## src/rtl/cache_line_refill_if.sv

```systemverilog
// Signal bundle between the miss-refill controller and its surroundings:
// miss request/status, line store read/write ports, memory read and write bursts.
interface cache_line_refill_if #(
  parameter int CACHE_LINE_WIDTH = 6,
  parameter int TAG_WIDTH        = 18
);
  localparam int OFFW = CACHE_LINE_WIDTH - 2;
  localparam int LAW  = 32 - CACHE_LINE_WIDTH;

  // Miss request and status
  logic                 miss_req;
  logic [LAW-1:0]       miss_line_addr;
  logic                 miss_wb;
  logic [LAW-1:0]       victim_line_addr;
  logic                 busy;
  logic                 done;
  logic                 err;

  // Line store ports
  logic [OFFW-1:0]      ln_rd_off;
  logic [31:0]          ln_rd_data;
  logic                 ln_wr_write;
  logic [TAG_WIDTH-1:0] ln_wr_tag;
  logic [OFFW-1:0]      ln_wr_off;
  logic [31:0]          ln_wr_data;
  logic [3:0]           ln_wr_byte_enable;
  logic                 ln_wr_dirty;
  logic                 ln_wr_valid;

  // Memory read burst
  logic                 mr_req_valid;
  logic                 mr_req_ready;
  logic [31:0]          mr_addr;
  logic                 mr_data_valid;
  logic [31:0]          mr_data;
  logic                 mr_data_last;

  // Memory write burst
  logic                 mw_req_valid;
  logic                 mw_req_ready;
  logic [31:0]          mw_addr;
  logic                 mw_data_valid;
  logic                 mw_data_ready;
  logic [31:0]          mw_data;
  logic                 mw_data_last;
  logic                 mw_resp_valid;

  // master: the refill controller
  modport master (
    input  miss_req, miss_line_addr, miss_wb, victim_line_addr,
    output busy, done, err,
    output ln_rd_off,
    input  ln_rd_data,
    output ln_wr_write, ln_wr_tag, ln_wr_off, ln_wr_data, ln_wr_byte_enable,
    output ln_wr_dirty, ln_wr_valid,
    output mr_req_valid, mr_addr,
    input  mr_req_ready, mr_data_valid, mr_data, mr_data_last,
    output mw_req_valid, mw_addr, mw_data_valid, mw_data, mw_data_last,
    input  mw_req_ready, mw_data_ready, mw_resp_valid
  );

  // slave: cache front end, line store and bus adapter
  modport slave (
    output miss_req, miss_line_addr, miss_wb, victim_line_addr,
    input  busy, done, err,
    input  ln_rd_off,
    output ln_rd_data,
    input  ln_wr_write, ln_wr_tag, ln_wr_off, ln_wr_data, ln_wr_byte_enable,
    input  ln_wr_dirty, ln_wr_valid,
    input  mr_req_valid, mr_addr,
    output mr_req_ready, mr_data_valid, mr_data, mr_data_last,
    input  mw_req_valid, mw_addr, mw_data_valid, mw_data, mw_data_last,
    output mw_req_ready, mw_data_ready, mw_resp_valid
  );
endinterface

```

## src/rtl/cache_line_refill.sv

```systemverilog
// Cache line miss controller: optional dirty-victim write-back, then a line refill
// burst written word by word; tag/valid committed on the final beat.
// Write-back path present only when CACHE_WB_EN is defined.
//
// Handshakes: a valid output rises on its own and holds its payload unchanged until
// the matching ready is seen high at a clock edge; a transfer happens exactly on a
// cycle with valid && ready. Read beats (mr_data_valid) have no backpressure.
module cache_line_refill #(
  parameter int CACHE_LINE_WIDTH = 6,
  parameter int TAG_WIDTH        = 18
) (
  input  logic                  clk,
  input  logic                  rst,
  cache_line_refill_if.master   bus,
  output logic [2:0]            dbg_state_o
);
  localparam int OFFW = CACHE_LINE_WIDTH - 2;
  localparam int LAW  = 32 - CACHE_LINE_WIDTH;
  localparam logic [OFFW-1:0] LAST = '1;

  typedef enum logic [2:0] {
    S_IDLE    = 3'd0,
    S_WB_ADDR = 3'd1,
    S_WB_DATA = 3'd2,
    S_WB_RESP = 3'd3,
    S_RF_ADDR = 3'd4,
    S_RF_DATA = 3'd5,
    S_DONE    = 3'd6
  } state_t;

  state_t          state_q, state_d;
  logic [OFFW-1:0] cnt_q, cnt_d;
  logic            err_q, err_d;
  logic [LAW-1:0]  miss_addr_q, miss_addr_d;
`ifdef CACHE_WB_EN
  logic [LAW-1:0]  victim_addr_q, victim_addr_d;
`endif

  always_ff @(posedge clk or negedge rst) begin
    if (!rst) begin
      state_q     <= S_IDLE;
      cnt_q       <= '0;
      err_q       <= 1'b0;
      miss_addr_q <= '0;
`ifdef CACHE_WB_EN
      victim_addr_q <= '0;
`endif
    end else begin
      state_q     <= state_d;
      cnt_q       <= cnt_d;
      err_q       <= err_d;
      miss_addr_q <= miss_addr_d;
`ifdef CACHE_WB_EN
      victim_addr_q <= victim_addr_d;
`endif
    end
  end

  always_comb begin
    state_d     = state_q;
    cnt_d       = cnt_q;
    err_d       = err_q;
    miss_addr_d = miss_addr_q;
`ifdef CACHE_WB_EN
    victim_addr_d = victim_addr_q;
`endif

    bus.busy              = (state_q != S_IDLE);
    bus.done              = 1'b0;
    bus.err               = err_q;
    bus.ln_rd_off         = cnt_q;
    bus.ln_wr_write       = 1'b0;
    bus.ln_wr_tag         = miss_addr_q[LAW-1 -: TAG_WIDTH];
    bus.ln_wr_off         = cnt_q;
    bus.ln_wr_data        = '0;
    bus.ln_wr_byte_enable = 4'hF;
    bus.ln_wr_dirty       = 1'b0;
    bus.ln_wr_valid       = 1'b0;
    bus.mr_req_valid      = 1'b0;
    bus.mr_addr           = {miss_addr_q, {CACHE_LINE_WIDTH{1'b0}}};
`ifdef CACHE_WB_EN
    bus.mw_req_valid      = 1'b0;
    bus.mw_addr           = {victim_addr_q, {CACHE_LINE_WIDTH{1'b0}}};
    bus.mw_data_valid     = 1'b0;
    bus.mw_data           = '0;
    bus.mw_data_last      = 1'b0;
`endif

    case (state_q)
      S_IDLE: begin
        if (bus.miss_req) begin
          miss_addr_d = bus.miss_line_addr;
          err_d       = 1'b0;
          cnt_d       = '0;
`ifdef CACHE_WB_EN
          victim_addr_d = bus.victim_line_addr;
          state_d       = bus.miss_wb ? S_WB_ADDR : S_RF_ADDR;
`else
          state_d       = S_RF_ADDR;
`endif
        end
      end
`ifdef CACHE_WB_EN
      S_WB_ADDR: begin
        bus.mw_req_valid = 1'b1;
        if (bus.mw_req_ready) state_d = S_WB_DATA;
      end
      S_WB_DATA: begin
        bus.mw_data_valid = 1'b1;
        bus.mw_data       = bus.ln_rd_data;
        bus.mw_data_last  = (cnt_q == LAST);
        if (bus.mw_data_ready) begin
          cnt_d = cnt_q + 1'b1;
          if (cnt_q == LAST) state_d = S_WB_RESP;
        end
      end
      S_WB_RESP: begin
        if (bus.mw_resp_valid) state_d = S_RF_ADDR;
      end
`endif
      S_RF_ADDR: begin
        bus.mr_req_valid = 1'b1;
        if (bus.mr_req_ready) state_d = S_RF_DATA;
      end
      S_RF_DATA: begin
        if (bus.mr_data_valid) begin
          bus.ln_wr_write = 1'b1;
          bus.ln_wr_data  = bus.mr_data;
          bus.ln_wr_valid = (cnt_q == LAST);
          // A misplaced last flag is only reported; the beat count still rules.
          if (bus.mr_data_last != (cnt_q == LAST)) err_d = 1'b1;
          cnt_d = cnt_q + 1'b1;
          if (cnt_q == LAST) state_d = S_DONE;
        end
      end
      S_DONE: begin
        bus.done = 1'b1;
        state_d  = S_IDLE;
      end
      default: state_d = S_IDLE;
    endcase
  end

`ifndef CACHE_WB_EN
  // Write-through build: no write-back bus activity at all.
  assign bus.mw_req_valid  = 1'b0;
  assign bus.mw_addr       = '0;
  assign bus.mw_data_valid = 1'b0;
  assign bus.mw_data       = '0;
  assign bus.mw_data_last  = 1'b0;

  logic unused_wb;
  assign unused_wb = ^{bus.miss_wb, bus.victim_line_addr, bus.ln_rd_data,
                       bus.mw_req_ready, bus.mw_data_ready, bus.mw_resp_valid};
`endif

  assign dbg_state_o = state_q;
endmodule

```

## src/flat_wrapper.sv

```systemverilog
// flat-port wrapper written by rule: the top's interface ports become plain ports
module cache_line_refill_flat 
#(
  parameter int CACHE_LINE_WIDTH = 6,
  parameter int TAG_WIDTH        = 18
)
  (clk, rst, dbg_state_o, bus_miss_req, bus_miss_line_addr, bus_miss_wb, bus_victim_line_addr, bus_busy, bus_done, bus_err, bus_ln_rd_off, bus_ln_rd_data, bus_ln_wr_write, bus_ln_wr_tag, bus_ln_wr_off, bus_ln_wr_data, bus_ln_wr_byte_enable, bus_ln_wr_dirty, bus_ln_wr_valid, bus_mr_req_valid, bus_mr_addr, bus_mr_req_ready, bus_mr_data_valid, bus_mr_data, bus_mr_data_last, bus_mw_req_valid, bus_mw_addr, bus_mw_data_valid, bus_mw_data, bus_mw_data_last, bus_mw_req_ready, bus_mw_data_ready, bus_mw_resp_valid);
  cache_line_refill_if #(.CACHE_LINE_WIDTH(CACHE_LINE_WIDTH), .TAG_WIDTH(TAG_WIDTH)) bus_i ();
  input  logic clk;
  input  logic rst;
  output logic [2:0] dbg_state_o;
  input wire logic [$bits(bus_i.miss_req)-1:0] bus_miss_req;
  input wire logic [$bits(bus_i.miss_line_addr)-1:0] bus_miss_line_addr;
  input wire logic [$bits(bus_i.miss_wb)-1:0] bus_miss_wb;
  input wire logic [$bits(bus_i.victim_line_addr)-1:0] bus_victim_line_addr;
  output wire logic [$bits(bus_i.busy)-1:0] bus_busy;
  output wire logic [$bits(bus_i.done)-1:0] bus_done;
  output wire logic [$bits(bus_i.err)-1:0] bus_err;
  output wire logic [$bits(bus_i.ln_rd_off)-1:0] bus_ln_rd_off;
  input wire logic [$bits(bus_i.ln_rd_data)-1:0] bus_ln_rd_data;
  output wire logic [$bits(bus_i.ln_wr_write)-1:0] bus_ln_wr_write;
  output wire logic [$bits(bus_i.ln_wr_tag)-1:0] bus_ln_wr_tag;
  output wire logic [$bits(bus_i.ln_wr_off)-1:0] bus_ln_wr_off;
  output wire logic [$bits(bus_i.ln_wr_data)-1:0] bus_ln_wr_data;
  output wire logic [$bits(bus_i.ln_wr_byte_enable)-1:0] bus_ln_wr_byte_enable;
  output wire logic [$bits(bus_i.ln_wr_dirty)-1:0] bus_ln_wr_dirty;
  output wire logic [$bits(bus_i.ln_wr_valid)-1:0] bus_ln_wr_valid;
  output wire logic [$bits(bus_i.mr_req_valid)-1:0] bus_mr_req_valid;
  output wire logic [$bits(bus_i.mr_addr)-1:0] bus_mr_addr;
  input wire logic [$bits(bus_i.mr_req_ready)-1:0] bus_mr_req_ready;
  input wire logic [$bits(bus_i.mr_data_valid)-1:0] bus_mr_data_valid;
  input wire logic [$bits(bus_i.mr_data)-1:0] bus_mr_data;
  input wire logic [$bits(bus_i.mr_data_last)-1:0] bus_mr_data_last;
  output wire logic [$bits(bus_i.mw_req_valid)-1:0] bus_mw_req_valid;
  output wire logic [$bits(bus_i.mw_addr)-1:0] bus_mw_addr;
  output wire logic [$bits(bus_i.mw_data_valid)-1:0] bus_mw_data_valid;
  output wire logic [$bits(bus_i.mw_data)-1:0] bus_mw_data;
  output wire logic [$bits(bus_i.mw_data_last)-1:0] bus_mw_data_last;
  input wire logic [$bits(bus_i.mw_req_ready)-1:0] bus_mw_req_ready;
  input wire logic [$bits(bus_i.mw_data_ready)-1:0] bus_mw_data_ready;
  input wire logic [$bits(bus_i.mw_resp_valid)-1:0] bus_mw_resp_valid;
  assign bus_i.miss_req = bus_miss_req;
  assign bus_i.miss_line_addr = bus_miss_line_addr;
  assign bus_i.miss_wb = bus_miss_wb;
  assign bus_i.victim_line_addr = bus_victim_line_addr;
  assign bus_busy = bus_i.busy;
  assign bus_done = bus_i.done;
  assign bus_err = bus_i.err;
  assign bus_ln_rd_off = bus_i.ln_rd_off;
  assign bus_i.ln_rd_data = bus_ln_rd_data;
  assign bus_ln_wr_write = bus_i.ln_wr_write;
  assign bus_ln_wr_tag = bus_i.ln_wr_tag;
  assign bus_ln_wr_off = bus_i.ln_wr_off;
  assign bus_ln_wr_data = bus_i.ln_wr_data;
  assign bus_ln_wr_byte_enable = bus_i.ln_wr_byte_enable;
  assign bus_ln_wr_dirty = bus_i.ln_wr_dirty;
  assign bus_ln_wr_valid = bus_i.ln_wr_valid;
  assign bus_mr_req_valid = bus_i.mr_req_valid;
  assign bus_mr_addr = bus_i.mr_addr;
  assign bus_i.mr_req_ready = bus_mr_req_ready;
  assign bus_i.mr_data_valid = bus_mr_data_valid;
  assign bus_i.mr_data = bus_mr_data;
  assign bus_i.mr_data_last = bus_mr_data_last;
  assign bus_mw_req_valid = bus_i.mw_req_valid;
  assign bus_mw_addr = bus_i.mw_addr;
  assign bus_mw_data_valid = bus_i.mw_data_valid;
  assign bus_mw_data = bus_i.mw_data;
  assign bus_mw_data_last = bus_i.mw_data_last;
  assign bus_i.mw_req_ready = bus_mw_req_ready;
  assign bus_i.mw_data_ready = bus_mw_data_ready;
  assign bus_i.mw_resp_valid = bus_mw_resp_valid;
  cache_line_refill #(.CACHE_LINE_WIDTH(CACHE_LINE_WIDTH), .TAG_WIDTH(TAG_WIDTH)) u_core (.clk(clk), .rst(rst), .bus(bus_i), .dbg_state_o(dbg_state_o));
endmodule
```

## config.mk

```make
export PLATFORM = sky130hd
export DESIGN_NAME = cache_line_refill_flat
export DESIGN_NICKNAME = d
export VERILOG_FILES = /design/src/rtl/cache_line_refill_if.sv /design/src/rtl/cache_line_refill.sv /design/src/flat_wrapper.sv
export SDC_FILE = /design/constraint.sdc
export NUM_CORES = 1
export LEC_CHECK = 0
export ABC_AREA = 1
export BUFFER_PORTS_ARGS = -buffer_cell sky130_fd_sc_hd__buf_2
export CAP_MARGIN = 20
export CORE_AREA = 8 8 109 111
export DETAILED_ROUTE_END_ITERATION = 6
export DIE_AREA = 0 0 117 119
export HOLD_SLACK_MARGIN = 0.05
export REMOVE_ABC_BUFFERS = 1
export SYNTH_ARGS = -nofsm -noshare
export SYNTH_HDL_FRONTEND = slang
export SYNTH_SLANG_ARGS = --single-unit
```

## constraint.sdc

```tcl
create_clock -name clk -period 2.2 [get_ports clk]
set_input_delay 0.33 -clock clk [delete_from_list [all_inputs] [get_ports clk]]
set_output_delay 0.33 -clock clk [all_outputs]
set_load 0.01 [all_outputs]
```

==> Implementation_results.wiki <==
{| class="wikitable"
! Metric !! Value
|-
| Final setup viols || 0
|-
| VDD IR max || 0.546 mV
|-
| Outcome || finished clean
|-
| Final HPWL from detailed placement || between 5 and 6 mm
|-
| Worst endpoint data arrival time || approximately 1.6 ns
|-
| TritonCTS clock tree || yes
|-
| Total I/O pin count || 297
|-
| Required time of the worst setup path || 1.87 ns
|-
| Layout cells sized above 1 || ~40%
|-
| Standby leakage power || 2.08 nW
|-
| Internal power of the cells || approximately 1.8 mW
|-
| Overflow left after global routing || 0
|-
| Number of hold buffers added after CTS || 0
|-
| Effective utilization at floorplan || 25.7%
|-
| Type of the worst setup path || reg2out
|-
| Comb power frac || 51.5%
|-
| Die X-Extent || 117 um
|-
| Slew of the pin with the lowest slew margin || 0.808 ns
|-
| Deepest clock path buffer count || 2
|-
| Count of pins over their slew limit || 0
|-
| Synthesis-to-layout area growth || 19.5%
|-
| Period utilisation layout || around nine tenths
|-
| Number of buffers added by the clock tree synthesis step || 5
|-
| Top library cells by usage in the layout, fill and taps aside || 156 x buf_2, 78 x conb_1, 66 x inv_1
|-
| Cells after Synth || between 300 and 400
|-
| Total of cells resized after clock tree synthesis || 0
|-
| Total standard cell area after synthesis || between 0.002 and 0.003 mm^2
|-
| Non-Filler Instances || 609
|-
| Routed length per instance || 11.6 um
|-
| Pin count of the biggest net entering global routing || 53
|-
| Clock period minus final worst setup slack || a little under 2 ns
|-
| Clock latency at the later pin of the worst-skew pair || 0.28 ns
|-
| Final number of hold-violating endpoints || 0
|-
| Core ar. || 0.0101 mm^2
|-
| DRC violation count after routing || 0
|-
| Max Cap Violations || 0
|-
| Worst max-slew margin expressed relative to the limit || 46.2%
|-
| Share of power burned in registers || 35.0%
|-
| FP Rows || 37
|-
| Sum of negative setup slack || 0 ns
|-
| R2r worst-path depth || 5
|-
| Highest attainable clock frequency || 510 MHz
|-
| H-tree depth reported by CTS || 2
|-
| Layout Skew || ~0.0045 ns
|-
| Post-CTS clock slew at the launch and capture registers of the worst setup and hold paths || about 0.07 ns
|-
| Class of the tightest hold or removal check || in2async
|-
| Startpoint of the worst register-to-register path || u_core.dbg_state_o[1]$_DFFE_PN0P_
|-
| Routed wire length || between 7 and 8 mm
|-
| Iter 0 DRT Violations || 86
|-
| Post-layout net count || 600
|-
| Number of global-route vias before repair || 2189
|-
| Number of library cell types mapped by synthesis || 23
|-
| Buffer count from post-CTS setup fixing || 0
|-
| Die height || roughly 120 um
|-
| Nature of the critical path endpoint || primary output
|-
| Count of placed standard cells including taps || around 600
|-
| Diode insertion count for antenna repair || 0
|-
| Wire length of the first global-routing pass || 10.5 mm
|-
| Syn Area/Cell || 7.61 um^2
|-
| Ratio of routed vias to standard cells || 3.59
|-
| Buffers on Ports || about 160
|-
| Crit path launch type || register
|-
| Count of vias placed by the detailed router || ~2200
|-
| Yosys warning total || 0
|-
| Number of routed nets with antenna violations || 0
|-
| Critical path fanouts, max || 35
|-
| Number of antenna violations at the first check in global routing || 0
|-
| Routability congestion estimate from global placement || 0.705
|-
| Die area || 0.0139 mm^2
|-
| Number of sinks on the clock net || 34
|-
| Commonest non-fill, non-tap cell in the layout || buf_2
|-
| Portion of total power attributed to the clock network || 13.5%
|-
| Share of synthesized area occupied by flip-flops and latches || 32.8%
|-
| Register-to-register path setup slack || 0.61 ns
|-
| Net switching power figure || 1.47 mW
|-
| Unrepaired setup endpoints after global routing || no
|-
| R2R Path End || u_core.miss_addr_q[25]$_DFFE_PN0P_
|-
| Pwr dens || approximately 1100 mW/mm^2
|-
| Switching part of the total || 44.6%
|-
| Clk root buf || clkbuf_8
|-
| GRT Total Usage || 9.09%
|-
| Synth Register Bits || 34
|-
| Pre-antenna DRT Iters || 5
|}
-- cell type report --
| cell class | instances | area (um^2) |
|---|---|---|
| multi-input cells | 209 | 963 |
| clock inverters | 1 | 7.51 |
| inverters | 66 | 248 |
| fillers | 1099 | 6990 |
| clock buffers | 6 | 72.6 |
| repair buffers | 157 | 788 |
| flip-flops and latches | 34 | 851 |
| well taps | 136 | 170 |
-- cell usage after synthesis (all sizes together) --
master  instances  area share (%)
nand3           6             1.6
a21oi           2            0.39
inv            66             9.6
nand3b          1            0.29
nor3            3            0.77
nand2          47             7.1
buf           108              32
o22ai           1            0.24
dfrtp          34              33
nand4           1            0.24
ha              1            0.48
o21ai          29             8.3
nor2           40             6.2
conb            2            0.29
-- critical path, stage by stage (launching register included) --
cell and delay [ns]:
dfrtp_1 0.48, nand2_2 0.12, nor2_4 0.17, nand2_4 0.23, nor2_1 0.19, buf_2 0.16
-- worst max path at each step --
| stage | from | to | slack (ns) |
|---|---|---|---|
| floorplan | u_core.dbg_state_o[1]$_DFFE_PN0P_ | u_core.bus.err$_DFFE_PN0P_ | 0.52 |
| CTS | u_core.dbg_state_o[0]$_DFFE_PN0P_ | bus_ln_wr_valid | 0.03 |
| detailed placement | u_core.dbg_state_o[0]$_DFFE_PN0P_ | bus_ln_wr_valid | 0.36 |
| global placement | u_core.dbg_state_o[0]$_DFFE_PN0P_ | bus_ln_wr_data[0] | 0.40 |
| finish | u_core.dbg_state_o[0]$_DFFE_PN0P_ | bus_ln_wr_valid | 0.24 |
| global route | u_core.dbg_state_o[0]$_DFFE_PN0P_ | bus_ln_wr_data[25] | 0.07 |
-- cell families after synthesis --
kind of cell	Yosys count	share of synthesized area [%]
simple gates	98	16.2
flops	34	32.8
other cells	2	0.290
fa+ha+maj	1	0.482
buf+inv	174	41.2
compound gates	32	8.97
-- sequential cells by signal, summed over array words and instances, names as in the netlist --
| register | cells |
|---|---|
| u_core.bus.err | 1 |
| u_core.bus.ln_rd_off | 4 |
| u_core.dbg_state_o | 3 |
| u_core.miss_addr_q | 26 |
-- power by group through the flow --
stage	Combinational, mW	Clock [mW]	Sequential (mW)
after global placement	1.72	0	1.15
after global routing	1.90	0.502	1.21
after CTS	1.73	0.482	1.17
after detailed placement	1.73	0	1.17
final	1.70	0.446	1.15
after floorplan	0.665	0	1.40
-- metrics by stage --
stage / util [%] / setup slack, ns / total power, mW / cell area, um^2 / hold slack (ns)
2_1_floorplan: - / 0.523 / 2.07 / 2060 / 0.0344
3_3_place_gp: 29.9 / 0.396 / 2.87 / 3020 / 0.458
3_5_place_dp: 29.9 / 0.357 / 2.90 / 3020 / 0.465
4_1_cts: 30.7 / 0.0288 / 3.38 / 3100 / 0.152
5_1_grt: 30.7 / 0.0676 / 3.61 / 3100 / 0.182
6_report: 30.7 / 0.241 / 3.29 / 3100 / 0.137
-- routing by layer --
metal | share of wire [%] | wire, um | up-vias | GRT usage [%]
met5 | 0 | 0 | - | 0
met4 | 0.85 | 60 | 0 | 2.24
met2 | 49 | 3470 | 140 | 17.1
met3 | 15 | 1040 | 5 | 3.49
li1 | - | - | 1082 | -
met1 | 35 | 2490 | 962 | 9.00
No activity file was read; power rests on OpenSTA's default activity.
